### config.mk
export PLATFORM = sky130hd
export DESIGN_NAME = div_seq
export DESIGN_NICKNAME = d
export VERILOG_FILES = /design/src/rtl/div_seq_pkg.sv /design/src/rtl/div_seq_step.sv /design/src/rtl/div_seq.sv
export SDC_FILE = /design/constraint.sdc
export NUM_CORES = 1
export LEC_CHECK = 0
export ABC_AREA = 1
export CAP_MARGIN = 20
export CORE_ASPECT_RATIO = 1.5
export CORE_MARGIN = 2
export CORE_UTILIZATION = 40
export CTS_BUF_LIST = sky130_fd_sc_hd__clkbuf_8
export DETAILED_ROUTE_END_ITERATION = 16
export HOLD_SLACK_MARGIN = 0.12
export PLACE_DENSITY_LB_ADDON = 0.08
export SLEW_MARGIN = 5
export SYNTH_ARGS = -nofsm -noshare
export SYNTH_HDL_FRONTEND = slang
export SYNTH_SLANG_ARGS = --single-unit
### constraint.sdc
create_clock -name clk -period 6.3 [get_ports clk]
set_clock_uncertainty 0.05 [all_clocks]
set_input_delay 1.26 -clock clk [delete_from_list [all_inputs] [get_ports clk]]
set_output_delay 1.26 -clock clk [all_outputs]
set_load 0.1 [all_outputs]
### src/rtl/div_seq_pkg.sv
// ---------------------------------------------------------------------------
// div_seq_pkg
// Core-wide definitions for the iterative divider in the EX stage.
//   DIV_WIDTH   : operand / result width of the divider
//   DIV_CNT_W   : width of the iteration counter (log2 of DIV_WIDTH)
//   div_state_e : divider control states (DIV_IDLE, DIV_CALC, DIV_FIX)
// ---------------------------------------------------------------------------
package div_seq_pkg;

  localparam int DIV_WIDTH = 32;
  localparam int DIV_CNT_W = 5;

  typedef enum logic [1:0] {
    DIV_IDLE = 2'd0,
    DIV_CALC = 2'd1,
    DIV_FIX  = 2'd2
  } div_state_e;

endpackage

### src/rtl/div_seq_step.sv
// ---------------------------------------------------------------------------
// div_step
// One combinational restoring-division iteration.
// The {rem, quo} pair is shifted left by one, and the divisor is trial-subtracted
// from the widened partial remainder. When the subtraction does not borrow,
// the difference becomes the new remainder and a 1 enters the quotient LSB.
// Otherwise the shifted remainder is kept and a 0 enters the quotient LSB.
//
// Ports:
//   rem      in  WIDTH  partial remainder before this step
//   quo      in  WIDTH  partial quotient / remaining dividend bits
//   divisor  in  WIDTH  divisor magnitude
//   rem_next out WIDTH  partial remainder after this step
//   quo_next out WIDTH  partial quotient after this step
// ---------------------------------------------------------------------------
module div_step
  import div_seq_pkg::*;
#(
  parameter int WIDTH = DIV_WIDTH
) (
  input  logic [WIDTH-1:0] rem,
  input  logic [WIDTH-1:0] quo,
  input  logic [WIDTH-1:0] divisor,
  output logic [WIDTH-1:0] rem_next,
  output logic [WIDTH-1:0] quo_next
);

  // The shifted remainder can reach 2*divisor-1, so it needs one extra bit.
  // Because rem < divisor always holds, a WIDTH+1 bit difference never
  // overflows, and its MSB is a reliable borrow flag.
  logic [WIDTH:0] rem_sh;
  logic [WIDTH:0] trial;

  always_comb begin
    rem_sh = {rem, quo[WIDTH-1]};
    trial  = rem_sh - {1'b0, divisor};
    if (!trial[WIDTH]) begin
      rem_next = trial[WIDTH-1:0];
      quo_next = {quo[WIDTH-2:0], 1'b1};
    end else begin
      rem_next = rem_sh[WIDTH-1:0];
      quo_next = {quo[WIDTH-2:0], 1'b0};
    end
  end

endmodule

### src/rtl/div_seq.sv
// ---------------------------------------------------------------------------
// div_seq
// Iterative restoring divider that produces MIPS HI/LO results.
// HI holds the remainder and LO holds the quotient.
// Signed operands are divided as magnitudes, and the signs are restored in a
// final fix-up cycle. The divider therefore takes one accept edge, WIDTH
// iteration edges and one fix-up edge.
//
// Ports:
//   clk           in   1      clock, rising edge
//   rst_n         in   1      asynchronous active-low reset
//   i_start       in   1      request a division (only looked at in IDLE)
//   i_flush       in   1      abort the operation in flight, no done pulse
//   i_opr1        in   WIDTH  dividend
//   i_opr2        in   WIDTH  divisor
//   is_unsigned   in   1      1 = DIVU, 0 = DIV
//   o_busy        out  1      operation in flight
//   o_done        out  1      one-cycle pulse, results valid
//   o_hi_result   out  WIDTH  remainder, held until the next accepted start
//   o_lo_result   out  WIDTH  quotient, held until the next accepted start
//   o_div_by_zero out  1      divisor was zero, pulses with o_done
// ---------------------------------------------------------------------------
module div_seq
  import div_seq_pkg::*;
#(
  parameter int WIDTH = DIV_WIDTH
) (
  input  logic             clk,
  input  logic             rst_n,
  input  logic             i_start,
  input  logic             i_flush,
  input  logic [WIDTH-1:0] i_opr1,
  input  logic [WIDTH-1:0] i_opr2,
  input  logic             is_unsigned,
  output logic             o_busy,
  output logic             o_done,
  output logic [WIDTH-1:0] o_hi_result,
  output logic [WIDTH-1:0] o_lo_result,
  output logic             o_div_by_zero
);

  localparam int CNT_W = (WIDTH == DIV_WIDTH) ? DIV_CNT_W : $clog2(WIDTH);
  localparam logic [CNT_W-1:0] CNT_LAST = CNT_W'(WIDTH - 1);

  // Two's complement negation when en is set; used for both operand
  // magnitudes and result sign correction.
  function automatic logic [WIDTH-1:0] cond_neg(input logic [WIDTH-1:0] v,
                                                input logic             en);
    logic signed [WIDTH-1:0] sv;
    sv = $signed(v);
    return en ? $unsigned(-sv) : v;
  endfunction

  div_state_e       state;
  logic [CNT_W-1:0] cnt;
  logic [WIDTH-1:0] rem;
  logic [WIDTH-1:0] quo;
  logic [WIDTH-1:0] dvsr;
  logic [WIDTH-1:0] dividend_raw;
  logic             sign_q;
  logic             sign_r;
  logic             dz;

  logic [WIDTH-1:0] rem_nx;
  logic [WIDTH-1:0] quo_nx;
  logic [WIDTH-1:0] opr1_mag;
  logic [WIDTH-1:0] opr2_mag;
  logic             opr1_neg;
  logic             opr2_neg;

  // The most negative value maps onto itself, and that is also its correct
  // unsigned magnitude. Therefore 0x80000000 / -1 needs no special case.
  assign opr1_neg = !is_unsigned && i_opr1[WIDTH-1];
  assign opr2_neg = !is_unsigned && i_opr2[WIDTH-1];
  assign opr1_mag = cond_neg(i_opr1, opr1_neg);
  assign opr2_mag = cond_neg(i_opr2, opr2_neg);

  div_step #(
    .WIDTH   (WIDTH)
  ) u_step (
    .rem     (rem),
    .quo     (quo),
    .divisor (dvsr),
    .rem_next(rem_nx),
    .quo_next(quo_nx)
  );

  always_ff @(posedge clk or negedge rst_n) begin
    if (!rst_n) begin
      state         <= DIV_IDLE;
      cnt           <= '0;
      rem           <= '0;
      quo           <= '0;
      dvsr          <= '0;
      dividend_raw  <= '0;
      sign_q        <= 1'b0;
      sign_r        <= 1'b0;
      dz            <= 1'b0;
      o_busy        <= 1'b0;
      o_done        <= 1'b0;
      o_div_by_zero <= 1'b0;
      o_hi_result   <= '0;
      o_lo_result   <= '0;
    end else begin
      o_done        <= 1'b0;
      o_div_by_zero <= 1'b0;

      case (state)
        // Accept: capture magnitudes and sign bookkeeping
        DIV_IDLE: begin
          if (i_start && !i_flush) begin
            state        <= DIV_CALC;
            cnt          <= '0;
            rem          <= '0;
            quo          <= opr1_mag;
            dvsr         <= opr2_mag;
            dividend_raw <= i_opr1;
            sign_q       <= opr1_neg ^ opr2_neg;
            sign_r       <= opr1_neg;
            dz           <= (i_opr2 == '0);
            o_busy       <= 1'b1;
          end
        end

        // Iterate: one restoring step per cycle
        DIV_CALC: begin
          if (i_flush) begin
            state  <= DIV_IDLE;
            o_busy <= 1'b0;
          end else begin
            rem <= rem_nx;
            quo <= quo_nx;
            cnt <= cnt + CNT_W'(1);
            if (cnt == CNT_LAST) begin
              state <= DIV_FIX;
            end
          end
        end

        // Fix-up: sign correction, result write, done pulse
        DIV_FIX: begin
          state  <= DIV_IDLE;
          o_busy <= 1'b0;
          if (!i_flush) begin
            o_done        <= 1'b1;
            o_div_by_zero <= dz;
            // A zero divisor bypasses sign correction. LO is all ones and HI
            // echoes the dividend exactly as it was presented.
            if (dz) begin
              o_lo_result <= '1;
              o_hi_result <= dividend_raw;
            end else begin
              o_lo_result <= cond_neg(quo, sign_q);
              o_hi_result <= cond_neg(rem, sign_r);
            end
          end
        end

        default: begin
          state  <= DIV_IDLE;
          o_busy <= 1'b0;
        end
      endcase
    end
  end

  a_done_not_busy : assert property (@(posedge clk) disable iff (!rst_n)
                                     o_done |-> !o_busy);
  a_dz_with_done  : assert property (@(posedge clk) disable iff (!rst_n)
                                     o_div_by_zero |-> o_done);

endmodule
# Word level (Yosys, flattened, before mapping)

Index checks and enable logic that the tools add are counted.

Add/sub/neg operators: 6
Equal/unequal tests: 7
Mux-type cells: 28
Bitwise logic cells: 2
Reductions and logical operators: 13

Operators by type and width:

| cell                | count |
|---|---|
| $mux 32             | 11 |
| $neg 32->32         | 4 |
| $pmux 32 s2         | 2 |
| $sub 33x32->33      | 1 |
| $logic_not 32->1    | 1 |
| $mux 5              | 2 |
| $pmux 5 s2          | 1 |
| $reduce_and 2->1    | 4 |
| $mux 1              | 7 |
| $mux 2              | 3 |
| $ne 2x2->1 const B  | 3 |
| $add 5x1->5 const B | 1 |
| $eq 5x5->1 const B  | 1 |
| $pmux 2 s2          | 1 |
| $logic_and 1x1->1   | 3 |
| $ne 3x3->1 const B  | 1 |
| $reduce_and 3->1    | 1 |
| $eq 2x1->1 const B  | 1 |
| $eq 2x2->1 const B  | 1 |
| $logic_not 1->1     | 2 |
| $logic_not 2->1     | 1 |
| $pmux 1 s2          | 1 |
| $reduce_bool 2->1   | 1 |
| $not 1->1           | 1 |
| $xor 1x1->1         | 1 |

Flip-flop bits (word level): 205
Input port bits: 69
Output and inout port bits: 67
Logic and storage cells: 70

# Logic depth before layout (Yosys ltp)

Gate-level depths: netlist (run 1).

Depth in word-level cells: 5
Mapped depth: 18
Depth with buffers taken out: 17

# Cells and area by module

From an unflattened synthesis (run 1), not the netlist that was laid out.

Cell total of the unflattened synthesis: 2422
Area, all modules: 15272.1 um^2

Modules (own cells, without submodules):

| module   | times used | cells an instance | area an instance (um^2) | seq. area each (um^2) |
|---|---|---|---|---|
| div_seq  | 1          | 1711              | 11888.9                 | 5129.9 |
| div_step | 1          | 711               | 3383.2                  | 0.0 |

# Worst setup path before layout (run 1)

OpenSTA, ideal clock, no wires.

Path type: input port to flip-flop
From: input i_opr2[0]
To: register dvsr[22]
Library setup time: 118 ps
Data arrival time: 2666 ps
Required time: 6132 ps
Slack: 3466 ps
Stages on the path: 10
Path buffers: 0
Cell sequence: inv_1 -> ha_1 -> nand2_1 -> nor2_1 -> nand3_1 -> o21ai_1 -> nand2_1 -> or2_2 -> nand3_1 -> nand2_1

Word-level cells in the longest chain between the ends: 2

Ends and longest elaborated chain:

| element              | line           | RTL |
|---|---|---|
| from (decl)          | div_seq.sv:33  | `input logic [WIDTH-1:0] i_opr2,` |
| $neg 32->32          | div_seq.sv:51  | `return en ? $unsigned(-sv) : v;` |
| $mux 32              | div_seq.sv:51  |  |
| to (signal assigned) | div_seq.sv:116 | `dvsr <= opr2_mag;` |
| to (decl)            | div_seq.sv:58  | `logic [WIDTH-1:0] dvsr;` |

No other way between the ends.
A chain may end at the register's enable or synchronous reset.

# Worst setup path in the final report (run 1)

From: register state[0]
To: register quo[19]

Word-level cells in the longest chain between the ends: 3
Elaborated cells between the ends (all ways): 7
Those cells by class: eq/ne (3); mux (1); reduce/logical (3)

Ends and longest elaborated chain:

| element                                                          | line           | RTL |
|---|---|---|
| from (decl)                                                      | div_seq.sv:54  | `div_state_e state;` |
| from (signal assigned)                                           | div_seq.sv:90  | `state <= DIV_IDLE;` |
| from (signal assigned)                                           | div_seq.sv:112 | `state <= DIV_CALC;` |
| from (signal assigned)                                           | div_seq.sv:128 | `state <= DIV_IDLE;` |
| $eq 2x1->1 or $logic_not 2->1 (tied branches)                    | div_seq.sv:108 | `case (state)` |
| $ne 2x2->1 (no source line) or $reduce_bool 2->1 (tied branches) | n/a            |  |
| $reduce_and 3->1 (no source line)                                | n/a            |  |
| to (signal assigned)                                             | div_seq.sv:115 | `quo <= opr1_mag;` |
| to (signal assigned)                                             | div_seq.sv:132 | `quo <= quo_nx;` |
| to (decl)                                                        | div_seq.sv:57  | `logic [WIDTH-1:0] quo;` |

Several ways; a longest one is shown, not always the timed one.

==> flow_summary.rst, run 1 <==
.. list-table::
   :header-rows: 1

   * - Metric
     - Value
   * - Average wire per standard cell
     - 17.3 um
   * - Via count of the first global-routing pass
     - 14800
   * - Post-Synth Adder-Cell Area
     - 3.41%
   * - Reg2reg path depth
     - 13
   * - Hold Buf Count CTS
     - 0
   * - Combined area of all synthesized cells
     - 14600 sq um
   * - Dominant combinational cell family by area after synthesis
     - simple AND/OR/NAND/NOR gates
   * - Category of the worst setup path launch point
     - flop
   * - Num rows
     - 85
   * - Count of flip-flops with a built-in enable after synthesis
     - 0
   * - Final-layout setup total negative slack
     - 0 ns
   * - Syn nets
     - 2342
   * - Status
     - complete, no violations
   * - Die span in y
     - 238 um
   * - Post-place setup slack
     - 1.86 ns
   * - RR Endpoint
     - quo[19]
   * - Mean instance size in the synthesized netlist
     - 6.51 sq um
   * - Peak fanout along the critical path
     - 52
   * - Min-delay worst type
     - flop to flop
   * - IO Count
     - 136
   * - Number of buffers added by the clock tree synthesis step
     - 36
   * - Worst setup startpoint
     - state[0]
   * - Synth Area in Compound Gates
     - 12.6%
   * - Max Fclk
     - 236 MHz
   * - Net count reported at finish
     - 2456
   * - Worst Slack Setup Final
     - 2.05 ns
   * - Slew Limit Fails
     - 0
   * - Data required, critical path
     - 6.69 ns
   * - Buffers inserted during post-CTS setup optimization
     - 0
   * - Transition time of the tightest slew-check pin
     - 0.984 ns
   * - Fraction of the yosys area taken by sequential cells
     - 35.3%
   * - Starting utilization of the core area
     - 40.6%
   * - Synth Area in XOR/XNOR
     - 2.83%
   * - # setup viols final
     - 0
   * - Depth of the worst hold-timing path
     - 2
   * - Total length of routed wires
     - 49400 um
   * - CP Class
     - flop to flop
   * - Maximum vdd ir drop
     - 205 uV
   * - Fraction of layout cells with a size suffix above 1
     - 3.71%
   * - Fraction of the core area covered by cells at the end of the flow
     - 47.4%
   * - Number of hold-slack violations in the final timing report
     - 0
   * - Reg clk slew, reported paths
     - 0.06 ns
   * - Flip-flop and latch count after synthesis
     - 205
   * - Antenna violations before repair
     - 0
   * - R2R Setup Slk
     - 2.05 ns
   * - Total Routing Usage GR
     - 26.4%
   * - Synthesis-to-layout area growth
     - 16.8%
   * - Proportion of synthesized area in mux cells
     - 0%
   * - Number of clock sinks
     - 205
   * - Yosys warns
     - 0
   * - CTS root buf
     - clkbuf_8
   * - Clk Latency, worst-skew pair
     - 0.58 ns
   * - WP data arrival
     - 4.64 ns
   * - Largest cells by area after synthesis
     - dfrtp_1 35%, nand2_1 18%, inv_1 8.4%
   * - Beginning of the worst register-to-register path
     - state[0]
   * - Post-DP HPWL
     - 39400 um
   * - Setup crit end
     - quo[19]
   * - Final-layout worst hold slack
     - 0.433 ns
   * - Die Wd
     - 160 um
   * - Share of synthesized cell area in and, or, nand and nor gates
     - 35.2%
   * - Placer's final routability congestion estimate
     - 0.962
   * - Final Critical Period
     - 4.25 ns
   * - Synth async-reset ratio
     - 100%
   * - Number of DRC violations after detailed routing
     - 0
   * - Post_cts resized
     - 0
   * - Primary FF master, synth
     - dfrtp_1
   * - Area fraction of the dominant cell type after synthesis
     - 35.3%
   * - Max-Slew Margin vs Limit
     - 34.2%
   * - Number of max-capacitance violations reported
     - 0
   * - Number of input and output port buffers inserted
     - 135
   * - Wire length of the first global-routing pass
     - 79100 um
   * - Maximum buffer depth of the clock tree
     - 3
   * - Static Leak
     - 8.76 nW
   * - Maximum number of pins on one net before global-route repair
     - 103
   * - Number of vias in the routed layout
     - 14500
   * - Number of search-and-repair iterations in the first detailed-routing pass
     - 7
   * - Distinct cell type count after synthesis
     - 48
   * - Syn Inst Count
     - 2234
   * - ANT nets after route
     - 0
   * - Crit share post-route
     - 67.4%
   * - Most area-hungry cell type in the Yosys netlist
     - dfrtp_1
   * - Ratio of total power to cell area
     - 389 nW/um^2
   * - Layout filler cell count
     - 3837
   * - Inserted Diodes
     - 0
   * - Core region area
     - 35800 sq um
   * - Number of levels the H-tree was split into
     - 2
   * - Unrepaired setup endpoints after global routing
     - no
   * - Critical Path End Type
     - flop
   * - Drt initial violations
     - 974
   * - GRT Residual Overflow
     - 0
   * - Per-cell via count in the routed design
     - 5.08
   * - Die area
     - 37900 sq um
   * - TritonCTS clock tree
     - built
cells in the final DEF, fill, tap and decap left out, types with 3 or more instances in the layout:
cell and n:
inv_1 342, o21a_1 3, o311ai_0 3, o22a_1 9, nand2_1 691, a22o_1 4
a21oi_1 97, nor3_1 44, a31oi_1 3, buf_4 12, nor2_2 3, clkdlybuf4s50_1 134
nand3b_1 6, o31ai_1 3, dfrtp_1 205, ha_1 38, o21ai_1 45, o21ai_0 107
o211ai_1 16, xor2_1 30, o21bai_1 6, nand4_1 26, nand3_1 242, xnor2_1 17
and2_1 4, inv_2 5, o22ai_1 15, o221ai_1 6, or2_2 9, nor2_1 174
clkbuf_8 44, and3_1 3
through the flow:
stage               area (sq um)  total power, mW  instances
detailed placement         16300             5.40       2788
floorplan                  14600             4.42       2234
CTS                        17000             6.65       2851
finish                     17000             6.61       2851
global placement           16300             5.37       2788
global route               17000             7.21       2851
layer usage:
| metal | wire, um | up-vias | track usage, % |
|---|---|---|---|
| met4 | 2910 | 0 | 14.6 |
| met3 | 1490 | 118 | 2.50 |
| met2 | 25700 | 321 | 49.4 |
| li1 | - | 7424 | - |
| met1 | 19300 | 6609 | 29.1 |
| met5 | 0 | - | 0 |
flip-flops by register name, summed over array words and instances (netlist names), 2 cells and up:
name	flops
o_hi_result	32
o_lo_result	32
dividend_raw	32
quo	32
cnt	5
state	2
dvsr	32
rem	32
synth_stat cells (all sizes together) (9+ instances only):
library cell	instances
xor2	30
or2	9
a21oi	97
nand3	243
o22a	9
o22ai	15
nor2	181
ha	38
nor3	46
nand2	693
o21ai	152
dfrtp	205
nand4	26
buf	29
o211ai	16
inv	333
clkbuf	42
xnor2	17
worst max-delay path: stages (launching register included):
cell and delay (ns):
dfrtp_1 0.49, inv_1 0.11, nor2_4 0.66, inv_4 0.36, nor2_8 0.55, inv_2 0.12
nand2_1 0.14, nor3_4 0.04, buf_4 0.30, nor2_8 0.50, buf_4 0.47, a21oi_1 0.08
o21ai_1 0.11, o21ai_1 0.07
worst min-delay path by stage:
| stage | start | end | slack [ns] |
|---|---|---|---|
| 3_5_place_dp | dividend_raw[7] | dividend_raw[7] | 0.42 |
| 3_3_place_gp | quo[21] | quo[21] | 0.42 |
| 4_1_cts | dividend_raw[7] | dividend_raw[7] | 0.44 |
| 5_1_grt | dividend_raw[4] | dividend_raw[4] | 0.46 |
| 6_report | dividend_raw[7] | dividend_raw[7] | 0.43 |
| 2_1_floorplan | quo[21] | quo[21] | 0.40 |
where the power goes:
part           switching, mW  internal [mW]
Clock                  0.586          0.622
Combinational           2.42           1.02
Sequential             0.280           1.68
kinds of logic after synthesis:
logic type / after synthesis
AOI/OAI and AO/OA: 325
DFF: 205
buffers and inverters: 404
and+or+nand+nor: 1214
adders and majority gates: 39
xor gates and xnor gates: 47
area by class of cell:
| class | instances | area [sq um] | share of cell area (%) |
|---|---|---|---|
| clock buffer | 43 | 592 | 3.48 |
| clock inverter | 20 | 93.8 | 0.552 |
| inverter | 333 | 1250 | 7.37 |
| multi-input combinational | 1625 | 7880 | 46.4 |
| sequential | 205 | 5130 | 30.2 |
| tap | 478 | 598 | 3.52 |
| timing repair buffer | 147 | 1450 | 8.51 |
Power figures use the tool's default switching activity.
==> inputs of run 2 (changes only) <==
==> constraint.sdc (replaced) <==
create_clock -name clk -period 3.9 [get_ports clk]
set_clock_uncertainty 0.05 [all_clocks]
set_input_delay 0.78 -clock clk [delete_from_list [all_inputs] [get_ports clk]]
set_output_delay 0.78 -clock clk [all_outputs]
set_load 0.1 [all_outputs]
==> run 2 against run 1 <==
Power rose by 63%; register-to-register slack got worse by 1.3 ns; sequential power rose by 62%; cell count rose by 0.39%; clock power rose by 64%; combinational power rose by 63%; critical endpoint is now rem[29]; largest power group unchanged.
==> flow_summary.rst, run 2 (synthesized netlist as in run 1, its figures left out) <==
.. list-table::
   :header-rows: 1

   * - Metric
     - Value
   * - GRT Residual Overflow
     - 0
   * - WP data arrival
     - 3.58 ns
   * - Number of input and output port buffers inserted
     - 135
   * - Max Fclk
     - 313 MHz
   * - Final-layout setup total negative slack
     - 0 ns
   * - ANT nets after route
     - 0
   * - Number of vias in the routed layout
     - 14600
   * - Die span in y
     - 238 um
   * - # setup viols final
     - 0
   * - Number of levels the H-tree was split into
     - 2
   * - Data required, critical path
     - 4.29 ns
   * - Drt initial violations
     - 855
   * - Post_cts resized
     - 0
   * - Slew Limit Fails
     - 0
   * - Peak fanout along the critical path
     - 28
   * - Via count of the first global-routing pass
     - 14700
   * - Num rows
     - 85
   * - Maximum buffer depth of the clock tree
     - 3
   * - Net count reported at finish
     - 2468
   * - Post-DP HPWL
     - 38700 um
   * - CTS root buf
     - clkbuf_8
   * - Number of buffers added by the clock tree synthesis step
     - 37
   * - Unrepaired setup endpoints after global routing
     - no
   * - Number of search-and-repair iterations in the first detailed-routing pass
     - 5
   * - Buffers inserted during post-CTS setup optimization
     - 0
   * - Number of clock sinks
     - 205
   * - Synthesis-to-layout area growth
     - 17.7%
   * - Ratio of total power to cell area
     - 628 nW/um^2
   * - Die Wd
     - 160 um
   * - Total length of routed wires
     - 49000 um
   * - Antenna violations before repair
     - 0
   * - Per-cell via count in the routed design
     - 5.09
   * - Hold Buf Count CTS
     - 0
   * - Maximum vdd ir drop
     - 308 uV
   * - Core region area
     - 35800 sq um
   * - Number of DRC violations after detailed routing
     - 0
   * - Starting utilization of the core area
     - 40.6%
   * - Most common cell after layout, fill and taps aside
     - nand2_1
   * - Power consumption
     - 10.8 mW
   * - Die area
     - 37900 sq um
   * - Critical Path End Type
     - flop
   * - Min-delay worst type
     - primary input to async pin
   * - Status
     - complete, no violations
   * - Transition time of the tightest slew-check pin
     - 1.07 ns
   * - Placer's final routability congestion estimate
     - 0.965
   * - Category of the worst setup path launch point
     - flop
   * - Wire length of the first global-routing pass
     - 78100 um
   * - Maximum number of pins on one net before global-route repair
     - 102
   * - Most frequent cells in the layout
     - 691 x nand2_1, 341 x inv_1, 242 x nand3_1
   * - Total Routing Usage GR
     - 26.0%
   * - TritonCTS clock tree
     - built
   * - Clk Latency, worst-skew pair
     - 0.56 ns
   * - CP Class
     - flop to flop
   * - Final Critical Period
     - 3.19 ns
   * - IO Count
     - 136
   * - Inserted Diodes
     - 0
   * - Static Leak
     - 8.83 nW
   * - Max-Slew Margin vs Limit
     - 28.4%
   * - Reg clk slew, reported paths
     - 0.06 ns
   * - Fraction of layout cells with a size suffix above 1
     - 4.19%
   * - Reg2reg path depth
     - 17
   * - Number of hold-slack violations in the final timing report
     - 0
   * - Number of max-capacitance violations reported
     - 0
   * - Average wire per standard cell
     - 17.1 um
   * - Crit share post-route
     - 81.8%
run 2: cell types whose count changed in the layout (fill, tap and decap cells not counted), sizes merged:
cell / delta
buf: +11
inv: -3
clkbuf: +3
run 2: worst paths after layout:
| path | startpoint | endpoint | slack, ns |
|---|---|---|---|
| min in group clk | dividend_raw[23] | dividend_raw[23] | 0.44 |
| worst min-delay path | rst_n | o_lo_result[4] | 0.29 |
| worst max register to register | quo[31] | rem[29] | 0.71 |
| max in group asynchronous | rst_n | rem[24] | 2.62 |
| worst min register to register | dividend_raw[23] | dividend_raw[23] | 0.44 |
| worst max-delay path | quo[31] | rem[29] | 0.71 |
run 2: area by class of cell:
cell class              count  area, sq um
fillers                  3839        18700
inverters                 333         1250
multi-input cells        1625         7880
well taps                 478          598
clock inverters            17         70.1
repair buffers            158         1570
clock buffers              46          633
flip-flops and latches    205         5130
run 2: stage by stage:
stage	utilization (%)	hold slack, ns	std cells	setup slack [ns]	area [sq um]
detailed placement	45.8	0.423	2799	0.268	16400
floorplan	-	0.399	2234	1.48	14600
global placement	45.8	0.416	2799	0.279	16400
CTS	47.8	0.299	2862	0.668	17100
global route	47.8	0.335	2862	0.392	17100
finish	47.8	0.290	2862	0.709	17100
run 2: worst max-delay path: stages, from the launching register on:
cell     delay [ns]
dfrtp_1        0.53
inv_1          0.14
ha_1           0.25
fa_1           0.41
inv_1          0.09
nand2_1        0.05
nand2_1        0.09
nand3_1        0.09
nand2_1        0.18
nand2_1        0.08
nand2_1        0.12
nand2_1        0.12
nand2_1        0.11
nand2_2        0.06
nand2_2        0.44
nand2_1        0.12
nand3_1        0.10
nand2_1        0.06
run 2: power breakdown:
part | leakage (nW) | switching [mW] | total, mW | internal, mW
combinational | 5.82 | 3.91 | 5.59 | 1.68
sequential | 2.60 | 0.455 | 3.18 | 2.72
clock | 0.413 | 0.932 | 1.99 | 1.05
total | 8.83 | 5.30 | 10.8 | 5.46
run 2: per-layer routing:
| metal | global-route usage, % | vias to the layer above | wire (um) |
|---|---|---|---|
| li1 | - | 7456 | - |
| met1 | 27.9 | 6620 | 18900 |
| met2 | 48.0 | 349 | 25000 |
| met3 | 3.44 | 137 | 1860 |
| met4 | 16.4 | 0 | 3210 |
| met5 | 0 | - | 0 |
==> inputs of run 3 (changes only) <==
==> constraint.sdc (replaced) <==
create_clock -name clk -period 3.2 [get_ports clk]
set_clock_uncertainty 0.05 [all_clocks]
set_input_delay 0.64 -clock clk [delete_from_list [all_inputs] [get_ports clk]]
set_output_delay 0.64 -clock clk [all_outputs]
set_load 0.1 [all_outputs]
==> run 3 against run 2 <==
Sequential power grew 21%; die area is the same; routed wire length grew 2.6%; flip-flop and latch count is the same.
==> flow_summary.rst, run 3 (synthesized netlist as in run 1, its figures left out) <==
.. list-table::
   :header-rows: 1

   * - Metric
     - Value
   * - Average wire per standard cell
     - 17.4 um
   * - Reg clk slew, reported paths
     - 0.06 ns
   * - Number of search-and-repair iterations in the first detailed-routing pass
     - 6
   * - Final-layout setup total negative slack
     - 0 ns
   * - Critical Path End Type
     - flop
   * - Clk Latency, worst-skew pair
     - 0.57 ns
   * - Drt initial violations
     - 778
   * - Min-delay worst type
     - flop to flop
   * - Per-cell via count in the routed design
     - 5.07
   * - # setup viols final
     - 0
   * - Post-Place Cells
     - 2817
   * - Transition time of the tightest slew-check pin
     - 0.856 ns
   * - Static Leak
     - 9.06 nW
   * - Starting utilization of the core area
     - 40.6%
   * - Maximum vdd ir drop
     - 662 uV
   * - Die area
     - 37900 sq um
   * - Number of hold-slack violations in the final timing report
     - 0
   * - Buffers inserted during post-CTS setup optimization
     - 0
   * - Final-layout worst hold slack
     - 0.437 ns
   * - Maximum number of pins on one net before global-route repair
     - 78
   * - Ratio of total power to cell area
     - 784 nW/um^2
   * - Antenna violations before repair
     - 0
   * - Status
     - complete, no violations
   * - Placer's final routability congestion estimate
     - 0.933
   * - Final Critical Period
     - 2.82 ns
   * - Maximum buffer depth of the clock tree
     - 3
   * - CP bufs+invs
     - 2
   * - WP data arrival
     - 3.25 ns
   * - Number of buffers added by the clock tree synthesis step
     - 37
   * - TritonCTS clock tree
     - built
   * - Via count of the first global-routing pass
     - 14600
   * - Largest delay contributor family on the critical path
     - simple AND/OR/NAND/NOR gates
   * - Total Routing Usage GR
     - 26.6%
   * - Number of clock sinks
     - 205
   * - Final Non-Filler Cells
     - 2883
   * - Net count reported at finish
     - 2487
   * - Most common cell type on the critical path
     - nand2_1
   * - Synthesis-to-layout area growth
     - 18.5%
   * - Worst Slack Setup Final
     - 0.381 ns
   * - Depth of the worst hold-timing path
     - 2
   * - Number of DRC violations after detailed routing
     - 0
   * - Category of the worst setup path launch point
     - flop
   * - Post-DP HPWL
     - 40200 um
   * - Crit share post-route
     - 88.1%
   * - Slowest stage delay, CP
     - 0.41 ns
   * - Slew Limit Fails
     - 0
   * - Total length of routed wires
     - 50300 um
   * - IO Count
     - 136
   * - Number of input and output port buffers inserted
     - 135
   * - Fraction of layout cells with a size suffix above 1
     - 8.07%
   * - ANT nets after route
     - 0
   * - Reg2reg path depth
     - 16
   * - Most frequent cells in the layout
     - 691 x nand2_1, 334 x inv_1, 242 x nand3_1
   * - Most common cell after layout, fill and taps aside
     - nand2_1
   * - Data required, critical path
     - 3.64 ns
   * - CTS root buf
     - clkbuf_8
   * - Number of max-capacitance violations reported
     - 0
   * - Peak fanout along the critical path
     - 6
   * - CP Class
     - flop to flop
   * - Crit. path cell count
     - 16
   * - Number of vias in the routed layout
     - 14600
   * - Cell breakdown of the critical path
     - inv_1 > ha_1 > fa_1 > inv_1 > nand2_1 > nand2_1 > nand3_1 > nand2_1 > nand2_1 > nand2_1 > nand2_1 > nand3_1 > nand2_1 > nand2_1 > nand3_1 > nand2_1
   * - Core region area
     - 35800 sq um
   * - Die span in y
     - 238 um
   * - Max Fclk
     - 355 MHz
   * - Cell with the largest stage delay on the worst path
     - dfrtp_1
   * - Unrepaired setup endpoints after global routing
     - no
   * - Die Wd
     - 160 um
   * - Wire length of the first global-routing pass
     - 79600 um
   * - Num rows
     - 85
   * - Number of levels the H-tree was split into
     - 2
   * - Inserted Diodes
     - 0
   * - GRT Residual Overflow
     - 0
   * - Max-Slew Margin vs Limit
     - 42.2%
   * - Post-place setup slack
     - 0.217 ns
==> run 3: cell types whose count changed in the layout (fill, tap and decap cells not counted), moves of 3 or more <==
cell / delta
inv_1: -7
clkdlybuf4s50_1: -67
clkbuf_8: +3
buf_4: +82
buf_12: +3
==> run 3: report_power, final <==
| part | switching (mW) | leakage, nW | internal [mW] | total [mW] |
|---|---|---|---|---|
| clock | 1.20 | 0.443 | 1.54 | 2.73 |
| sequential | 0.549 | 2.60 | 3.32 | 3.86 |
| combinational | 4.81 | 6.02 | 2.12 | 6.93 |
==> run 3: final timing paths <==
path	startpoint	end	slack, ns
max	quo[31]	rem[0]	0.38
min	dividend_raw[17]	dividend_raw[17]	0.44
max reg2reg	quo[31]	rem[0]	0.38
min reg2reg	dividend_raw[17]	dividend_raw[17]	0.44
max in group asynchronous	rst_n	rem[27]	1.66
min in group asynchronous	rst_n	o_lo_result[1]	0.61
==> run 3: per-layer routing <==
layer,track usage (%),part of all wire [%]
met4,12.4,4.9
met3,3.09,3.4
met1,28.7,38
met2,51.4,54
met5,0,0
==> run 3: what timing repair did <==
item	4_1_cts	5_1_grt
endpoints found under the hold margin	72	0
gates resized for setup	0	0
hold buffers	1	0
==> run 3: final cells by class <==
| type | count | area (sq um) |
|---|---|---|
| clock buffer | 49 | 674 |
| clock inverter | 16 | 131 |
| fill | 3752 | 18600 |
| inverter | 333 | 1250 |
| multi-input combinational | 1625 | 7880 |
| sequential | 205 | 5130 |
| tap | 478 | 598 |
| timing repair buffer | 177 | 1580 |
==> run 3: metrics by stage <==
| step | util [%] | power (mW) | area [sq um] |
|---|---|---|---|
| floorplan | - | 8.71 | 14600 |
| global placement | 45.8 | 10.7 | 16400 |
| detailed placement | 45.8 | 10.8 | 16400 |
| CTS | 48.1 | 13.6 | 17200 |
| global route | 48.1 | 14.7 | 17200 |
| finish | 48.1 | 13.5 | 17200 |
==> run 3: worst min-delay path: cells and delay by family, from the launching register on <==
| family | cells | cell delay (ns) |
|---|---|---|
| flops | 1 | 0.34 |
| simple gates | 1 | 0.05 |
| compound gates | 1 | 0.06 |
